**src/rtl/onehot_sel_sequencer.sv**
```systemverilog
// ---------------------------------------------------------------------------
// onehot_sel_sequencer
//
// Registered index-to-one-hot select generator with a valid/ready output
// handshake and a sweep mode. The sweep mode walks the select from a first
// index to a last index, advancing one step per accepted beat. It drives the
// row/column enables of the MXU PE array.
//
// Parameters:
//   SEL_W  width of the select index (1..6)
//   OUT_N  number of one-hot outputs (2 <= OUT_N <= 2**SEL_W)
//
// Ports:
//   clk, rst        clock, synchronous active-high reset
//   en              global enable; low clears the output and aborts a sweep
//   in_valid/in_sel direct-decode request and index
//   in_ready        direct request is taken this cycle (combinational)
//   start           sweep request, honoured in IDLE
//   sweep_first/last sweep range, latched on start
//   out/out_idx     registered one-hot select and its binary index
//   out_valid       out/out_idx carry a beat
//   out_ready       consumer accepts the current beat
//   busy            sweep in progress
//   done            one-cycle pulse after the last sweep beat is accepted
//   err             one-cycle pulse on an illegal request
//   out_therm       (ONEHOT_SEL_THERMO_EN only) bits [out_idx:0] set while
//                   out_valid, registered alongside out
//
// Optional feature macro: ONEHOT_SEL_THERMO_EN
// ---------------------------------------------------------------------------
module onehot_sel_sequencer #(
    parameter int SEL_W = 2,
    parameter int OUT_N = 4
) (
    input  logic             clk,
    input  logic             rst,
    input  logic             en,
    input  logic             in_valid,
    input  logic [SEL_W-1:0] in_sel,
    output logic             in_ready,
    input  logic             start,
    input  logic [SEL_W-1:0] sweep_first,
    input  logic [SEL_W-1:0] sweep_last,
    output logic [OUT_N-1:0] out,
    output logic [SEL_W-1:0] out_idx,
    output logic             out_valid,
    input  logic             out_ready,
`ifdef ONEHOT_SEL_THERMO_EN
    output logic [OUT_N-1:0] out_therm,
`endif
    output logic             busy,
    output logic             done,
    output logic             err
);

    typedef enum logic [1:0] {S_IDLE, S_SWEEP, S_FLUSH} state_t;

    // OUT_N widened by one bit so the legality compare also works when
    // OUT_N == 2**SEL_W.
    localparam logic [SEL_W:0] OUT_N_EXT = (SEL_W+1)'(OUT_N);

    function automatic logic idx_legal(input logic [SEL_W-1:0] idx);
        return {1'b0, idx} < OUT_N_EXT;
    endfunction

    function automatic logic [OUT_N-1:0] onehot_of(input logic [SEL_W-1:0] idx);
        return {{(OUT_N-1){1'b0}}, 1'b1} << idx;
    endfunction

`ifdef ONEHOT_SEL_THERMO_EN
    // (onehot << 1) - 1 sets bits [idx:0]; for idx == OUT_N-1 the shift
    // wraps to zero and the subtraction gives all ones.
    function automatic logic [OUT_N-1:0] thermo_of(input logic [SEL_W-1:0] idx);
        return (onehot_of(idx) << 1) - {{(OUT_N-1){1'b0}}, 1'b1};
    endfunction

    logic [OUT_N-1:0] therm_q;
    assign out_therm = therm_q;
`endif

    state_t           state_q;
    logic [OUT_N-1:0] out_q;
    logic [SEL_W-1:0] idx_q;
    logic [SEL_W-1:0] last_q;
    logic             valid_q;
    logic             busy_q;
    logic             done_q;
    logic             err_q;

    // The output slot can take a new beat when it is empty or being drained.
    logic slot_free;
    assign slot_free = !valid_q || out_ready;

    // start has priority over a direct request in IDLE.
    assign in_ready = en && (state_q == S_IDLE) && !start && slot_free;

    always_ff @(posedge clk) begin
        // ld/clr/ld_idx are per-cycle scratch values that funnel every
        // beat load or clear through one place at the end of the block.
        logic             ld;
        logic             clr;
        logic [SEL_W-1:0] ld_idx;

        ld     = 1'b0;
        clr    = 1'b0;
        ld_idx = sweep_first;

        done_q <= 1'b0;
        err_q  <= 1'b0;

        if (rst) begin
            state_q <= S_IDLE;
            busy_q  <= 1'b0;
            idx_q   <= '0;
            last_q  <= '0;
            clr     = 1'b1;
        end else if (!en) begin
            state_q <= S_IDLE;
            busy_q  <= 1'b0;
            idx_q   <= '0;
            clr     = 1'b1;
        end else begin
            case (state_q)
                S_IDLE: begin
                    // Retire a held direct beat; a new load below overrides.
                    if (valid_q && out_ready) begin
                        clr = 1'b1;
                    end
                    if (start && slot_free) begin
                        if ((sweep_first > sweep_last) || !idx_legal(sweep_last)) begin
                            err_q <= 1'b1;
                        end else begin
                            state_q <= S_SWEEP;
                            busy_q  <= 1'b1;
                            last_q  <= sweep_last;
                            ld      = 1'b1;
                            ld_idx  = sweep_first;
                        end
                    end else if (in_valid && in_ready) begin
                        if (idx_legal(in_sel)) begin
                            ld     = 1'b1;
                            ld_idx = in_sel;
                        end else begin
                            err_q <= 1'b1;
                        end
                    end
                end
                S_SWEEP: begin
                    if (valid_q && out_ready) begin
                        if (idx_q == last_q) begin
                            state_q <= S_FLUSH;
                            busy_q  <= 1'b0;
                            done_q  <= 1'b1;
                            clr     = 1'b1;
                        end else begin
                            ld     = 1'b1;
                            ld_idx = idx_q + 1'b1;
                        end
                    end
                end
                S_FLUSH: begin
                    state_q <= S_IDLE;
                end
                default: begin
                    state_q <= S_IDLE;
                end
            endcase
        end

        if (ld) begin
            out_q   <= onehot_of(ld_idx);
            idx_q   <= ld_idx;
            valid_q <= 1'b1;
`ifdef ONEHOT_SEL_THERMO_EN
            therm_q <= thermo_of(ld_idx);
`endif
        end else if (clr) begin
            out_q   <= '0;
            valid_q <= 1'b0;
`ifdef ONEHOT_SEL_THERMO_EN
            therm_q <= '0;
`endif
        end
    end

    assign out       = out_q;
    assign out_idx   = idx_q;
    assign out_valid = valid_q;
    assign busy      = busy_q;
    assign done      = done_q;
    assign err       = err_q;

endmodule

```
**config.mk**
```make
export PLATFORM = sky130hd
export DESIGN_NAME = onehot_sel_sequencer
export DESIGN_NICKNAME = d
export VERILOG_FILES = /design/src/rtl/onehot_sel_sequencer.sv
export SDC_FILE = /design/constraint.sdc
export NUM_CORES = 1
export LEC_CHECK = 0
export ABC_AREA = 1
export CORE_AREA = 2 2 46 48
export DETAILED_ROUTE_END_ITERATION = 8
export DIE_AREA = 0 0 48 50
export PLACE_DENSITY = 0.79
export SLEW_MARGIN = 25
export SYNTH_ARGS = -nofsm -noshare
export SYNTH_HDL_FRONTEND = slang
export SYNTH_SLANG_ARGS = --single-unit
export TNS_END_PERCENT = 1
```
**constraint.sdc**
```tcl
create_clock -name clk -period 1.7 [get_ports clk]
set_input_delay 0.34 -clock clk [delete_from_list [all_inputs] [get_ports clk]]
set_output_delay 0.34 -clock clk [all_outputs]
set_load 0.02 [all_outputs]
```
==> results.yml <==
run_status:
  outcome: "complete, no violations"
place:
  post-place-ws_ns: -0.481
  port_buffers: 22
  gp_congestion: 0.887
  dp_hpwl_mm: 1.55
  dp.cells: 184
sta:
  skew_ns: 0.00225
  report.final.setup_viol: 0
  timing.final.crit_share: 0.964
  rsz0062_at_grt: "true"
  worst_slew_pin_slew_ns: 0.296
  fin_setup_tns_ns: 0
  finalHoldViolCount: 0
  fmax_mhz: 610
  slew_viol_final: 0
  min_period_ns: 1.64
  fin_ws_ns: 0.0604
  relSlewSlack: 0.802
final_layout:
  syn2layout_area_growth_pct: 54.6
  layout.cells.non_filler: 190
  drive_gt1_frac: 0.319
  fillers: 156
  final_cell_mix: "nand2_1 (30), buf_4 (20), inv_1 (13), clkdlybuf4s50_1 (13), nand3_1 (12)"
  fin_util: 0.706
  final_common_cell: "nand2_1"
  nNetsFinal: 178
  n_antenna_cell: 0
detailed_routing:
  drtIter0Drc: 19
  drc: 0
  vias_per_cell: 4.66
  wl_mm: 1.91
  num_vias: 886
  firstDrtPassIters: 4
  drt-wirelength-per-cell_um: 10.0
  antenna_left: 0
logic_synthesis:
  ys_top_cells_by_area: "edfxtp_1 (21%), dfxtp_1 (18%), nand2_1 (14%)"
  yosys.area.top_type: "edfxtp_1"
  synth_mux_area_frac: 0
  ys_ff_latch: 14
  avgSynthCellArea_um2: 7.42
  synth_fa_ha_area_frac: 0.0288
  netlist_instances: 117
  seq_area_frac_synth: 0.392
  synthXorXnorAreaFrac: 0.0101
  ys.flop_type: "dfxtp_1"
  syn-cell-area_um2: 868
  synth-compound-area-share: 0.0620
  syn-num-nets: 131
  synth_simple_gate_area_frac: 0.424
  ys_warn_count: 0
  async_flop_share: 0
  synth-edff-count: 6
  synth_top_family_by_area: "simple AND/OR/NAND/NOR gates"
  yosysTopAreaCellShare: 0.207
  ys_types: 23
power:
  p_leak_uw: 0.000685
  pwr-share-clk: 0.224
  p_seq_frac: 0.446
  ir_worst_vdd_mv: 0.519
  p_comb_frac: 0.330
  internal-power_uw: 592
  switching_share: 0.316
  netSwitchingPower_uw: 274
  finalPower_uw: 865
  power_density_nw_per_um2: 645
global_route:
  first_global_vias: 801
  grt_max_degree: 9
  track_usage: 0.185
  grt_pass1_wl_mm: 3.20
  gr-total-overflow: 0
  antenna_found_initial: 0
clocking:
  clkLatencyLatePin_ns: 0.28
  cts_tree: "done"
  ctsHoldBuffers: 0
  clk_pin_slew_ns: 0.08
  h-tree-depth: 1
  clock_path_buffers: 2
  clock-sinks: 14
  clockRootBuffer: "clkbuf_4"
  cts_buffers: 3
worst_setup_path:
  cp-start-kind: "primary input"
  crit_path_start: "en"
  cp-end-kind: "primary output"
  crit_type: "in -> out"
  rr_startpoint: "out_idx[1]"
  crit_arrival_ns: 1.30
  critPathMaxFanout: 3
  worst_ep_required_time_ns: 1.36
  r2r_cells: 10
min_path:
  hold_class: "in -> reg"
  min_from: "sweep_last[0]"
  hold-path-cell-count: 3
floorplan:
  start_util: 0.457
  die_y_um: 50
  coreArea_um2: 1900
  io_pins: 23
  dieArea_um2: 2400
  num_rows: 16
  fp.dieW_um: 48
run:
  drv_cap: 0
-- flip-flops by register name (all words and copies together), names as in the netlist --
signal     flops
last_q         2
out_idx        2
done           1
out            4
state_q        2
busy           1
out_valid      1
err            1
-- metal layers --
layer | global-route usage | part of all wire
met2 | 0.293 | 0.51
met3 | 0.0330 | 0.030
met5 | 0 | 0
met4 | 0.0541 | 0.0068
met1 | 0.248 | 0.45
-- repair_timing --
action / CTS / global route
setup endpoints to repair: 15 / 15
gates resized for setup: 12 / 8
gates cloned: 0 / 0
setup buffers: 2 / 0
pin swaps: 3 / 2
-- per-stage QoR --
step,instance area (µm²),hold WS (ns)
after global placement,1260,0.446
after floorplan,868,0.418
after detailed placement,1260,0.449
after global routing,1340,0.418
final,1340,0.415
after CTS,1310,0.464
-- power by group through the flow --
stage	logic (µW)	clock network [µW]	registers, µW
2_1_floorplan	128	0	413
5_1_grt	314	214	389
3_5_place_dp	273	0	394
3_3_place_gp	269	0	394
6_report	286	194	386
4_1_cts	278	197	387
-- layout make-up --
cell class	instances	area, µm²	share of cell area
sequential	14	340	0.253
tap	27	33.8	0.0252
multi-input combinational	84	493	0.367
clock buffer	3	22.5	0.0168
inverter	19	76.3	0.0568
timing repair buffer	42	373	0.278
clock inverter	1	3.75	0.00280
-- Yosys cell counts (3+ instances only) --
cell	number
inv_1	14
nor2_4	3
inv_2	4
nor2_1	9
dfxtp_1	8
nand2_1	33
a21oi_1	3
nand3_1	13
nand2_2	6
nand3_2	3
edfxtp_1	6
-- path summary, 6_finish.rpt --
check	to	slack, ns
worst max-delay path	in_ready	0.06
worst min-delay path	last_q[0]	0.42
worst max register to register	out[3]	0.18
worst min register to register	busy	0.46
-- critical path, stage by stage --
cell and delay [ns]:
clkdlybuf4s50_1 0.51, nand2_2 0.08, nor2_4 0.10, clkdlybuf4s15_2 0.26
-- kinds of logic after synthesis --
logic type      Yosys count
xor+xnor                  1
fa+ha+maj                 2
simple gates             73
compound gates            8
flops                    14
buf+inv                  19
No activity file was read; power rests on OpenSTA's default activity.
==> patch, RTL diff (same settings) <==
Re-encode `state_t` (3 states) as one-hot, 3 bits wide.
--- a/src/rtl/onehot_sel_sequencer.sv
+++ b/src/rtl/onehot_sel_sequencer.sv
@@ -54,5 +54,5 @@
 );
 
-    typedef enum logic [1:0] {S_IDLE, S_SWEEP, S_FLUSH} state_t;
+    typedef enum logic [2:0] {S_IDLE = 3'b001, S_SWEEP = 3'b010, S_FLUSH = 3'b100} state_t;
 
     // OUT_N widened by one bit so the legality compare also works when
Function: same outputs for any inputs over 10 cycles, from zero or initial values and one cycle with rst high; not proved beyond that.
==> patch against the original RTL <==
Core utilization rose by 3.8 points. Routed wire length up 22%. Count of clock-buffer cells in the layout did not move. Non-clock buffer count grew 1. Area after synthesis grew 4.2%. Design area increased by 5.4%. Clock power rose by 6%. Critical path depth grew 7. First-iteration DRC count up 89%. Sequential cell count is 1 higher. Total power increased by 7.6%. Worst setup slack worse by 0.038 ns. Largest power group unchanged.
==> patch: results (changes against the original RTL) <==
[metrics] Fin Hold WS: 0.4394 ns (was 0.4153 ns)
[metrics] placed cell area: 1316 um2 (was 1257 um2)
[metrics] Placed Cells incl. Taps: 192 (was 184)
[metrics] Routed WL: 2327 um (was 1909 um)
[metrics] Pwr per Cell Area: 658.0 nW/um2 (was 644.6 nW/um2)
[metrics] dominant cells by area after synthesis: dfxtp_1 (20%), edfxtp_1 (20%), nand2_1 (12%) (was edfxtp_1 (21%), dfxtp_1 (18%), nand2_1 (14%))
[metrics] iteration-0 DRC count of the detailed router: 36 (was 19)
[metrics] Total GRT Usage: 0.2252 (was 0.1847)
[metrics] portion of the post-synthesis area used by sequential elements: 0.3983 (was 0.3919)
[metrics] final net count: 184 (was 178)
[metrics] placement-stage worst setup slack: -0.5403 ns (was -0.4813 ns)
[metrics] Worst Reg-to-Reg Cells: 8 (was 10)
[metrics] adder-cell area share of the yosys netlist: 0.02766 (was 0.02882)
[metrics] final weighted congestion of routability-driven global placement: 0.8197 (was 0.8872)
[metrics] Crit Path Category: input port to flop (was input port to output pin)
[metrics] largest fanout on the critical path: 5 (was 3)
[metrics] vias in the first global route: 947 (was 801)
[metrics] master cell of the clock root buffer: clkbuf_4 (unchanged)
[metrics] count of different cell masters after synthesis: 22 (was 23)
[metrics] Arr. time, crit path: 1.83 ns (was 1.30 ns)
[metrics] result of the run: finished, final reports clean (unchanged)
[metrics] pin count of the biggest net entering global routing: 10 (was 9)
[metrics] internal reg-to-reg setup slack: 0.12 ns (was 0.18 ns)
[metrics] Post-Synth XOR/XNOR Area: 0.009682 (was 0.01009)
[metrics] buffers inserted during post-CTS setup optimization: 0 (was 2)
[metrics] global-route wire length before repair: 3801 um (was 3201 um)
[metrics] routed via count divided by cell count: 4.980 (was 4.663)
[metrics] maximum single-stage delay on the critical path: 0.48 ns (was 0.51 ns)
[metrics] number of inserted filler cells in the final layout: 147 (was 156)
[metrics] worst clock skew: 0.006219 ns (was 0.002245 ns)
[metrics] Worst Setup Slack, final: 0.02258 ns (was 0.06038 ns)
[metrics] Cell Count, Final, Fillers Out: 196 (was 190)
[metrics] proportion of register bits with asynchronous set or reset after synthesis: 0 (unchanged)
[metrics] VDD IR-drop max: 472.6 uV (was 518.6 uV)
[metrics] leakage power: 0.7112 nW (was 0.6847 nW)
[metrics] Avg Cell Area, Syn: 7.415 um2 (was 7.422 um2)
[metrics] FF-to-FF End: out[1] (was out[3])
[metrics] Detail Placement HPWL: 1750 um (was 1553 um)
[metrics] detailed-routing iteration count for the pre-antenna-repair pass: 5 (was 4)
[metrics] proportion of layout cells with a drive suffix above 1: 0.3254 (was 0.3190)
==> patch: layer usage <==
layer / global-route usage / part of all wire / vias up
met2: 0.3622 / 0.52 / 47
met5: 0 / 0 / -
met1: 0.2653 / 0.38 / 435
met4: 0.1441 / 0.034 / 0
met3: 0.02930 / 0.063 / 9
li1: - / - / 485
==> patch: final cells by class <==
cell class	count	share of cell area
timing repair buffer	43	0.2697
multi-input combinational	85	0.3740
clock buffer	3	0.01592
clock inverter	1	0.003537
inverter	22	0.05836
sequential	15	0.2546
tap	27	0.02387
==> patch: what timing repair did <==
| item | in CTS | in global routing |
|---|---|---|
| endpoints found under the setup margin | 18 | 18 |
| pin swaps | 2 | 13 |
| resized for setup | 18 | 13 |
==> patch: power breakdown <==
part	switching, mW	internal (mW)
clock	0.119	0.0877
combinational	0.173	0.144
sequential	0.0123	0.396
==> patch: worst reg2reg max path: cells and delay by family (launching register included) <==
family	cells	cell delay, ns
DFF	1	0.46
AOI/OAI and AO/OA	1	0.08
and+or+nand+nor	7	0.79
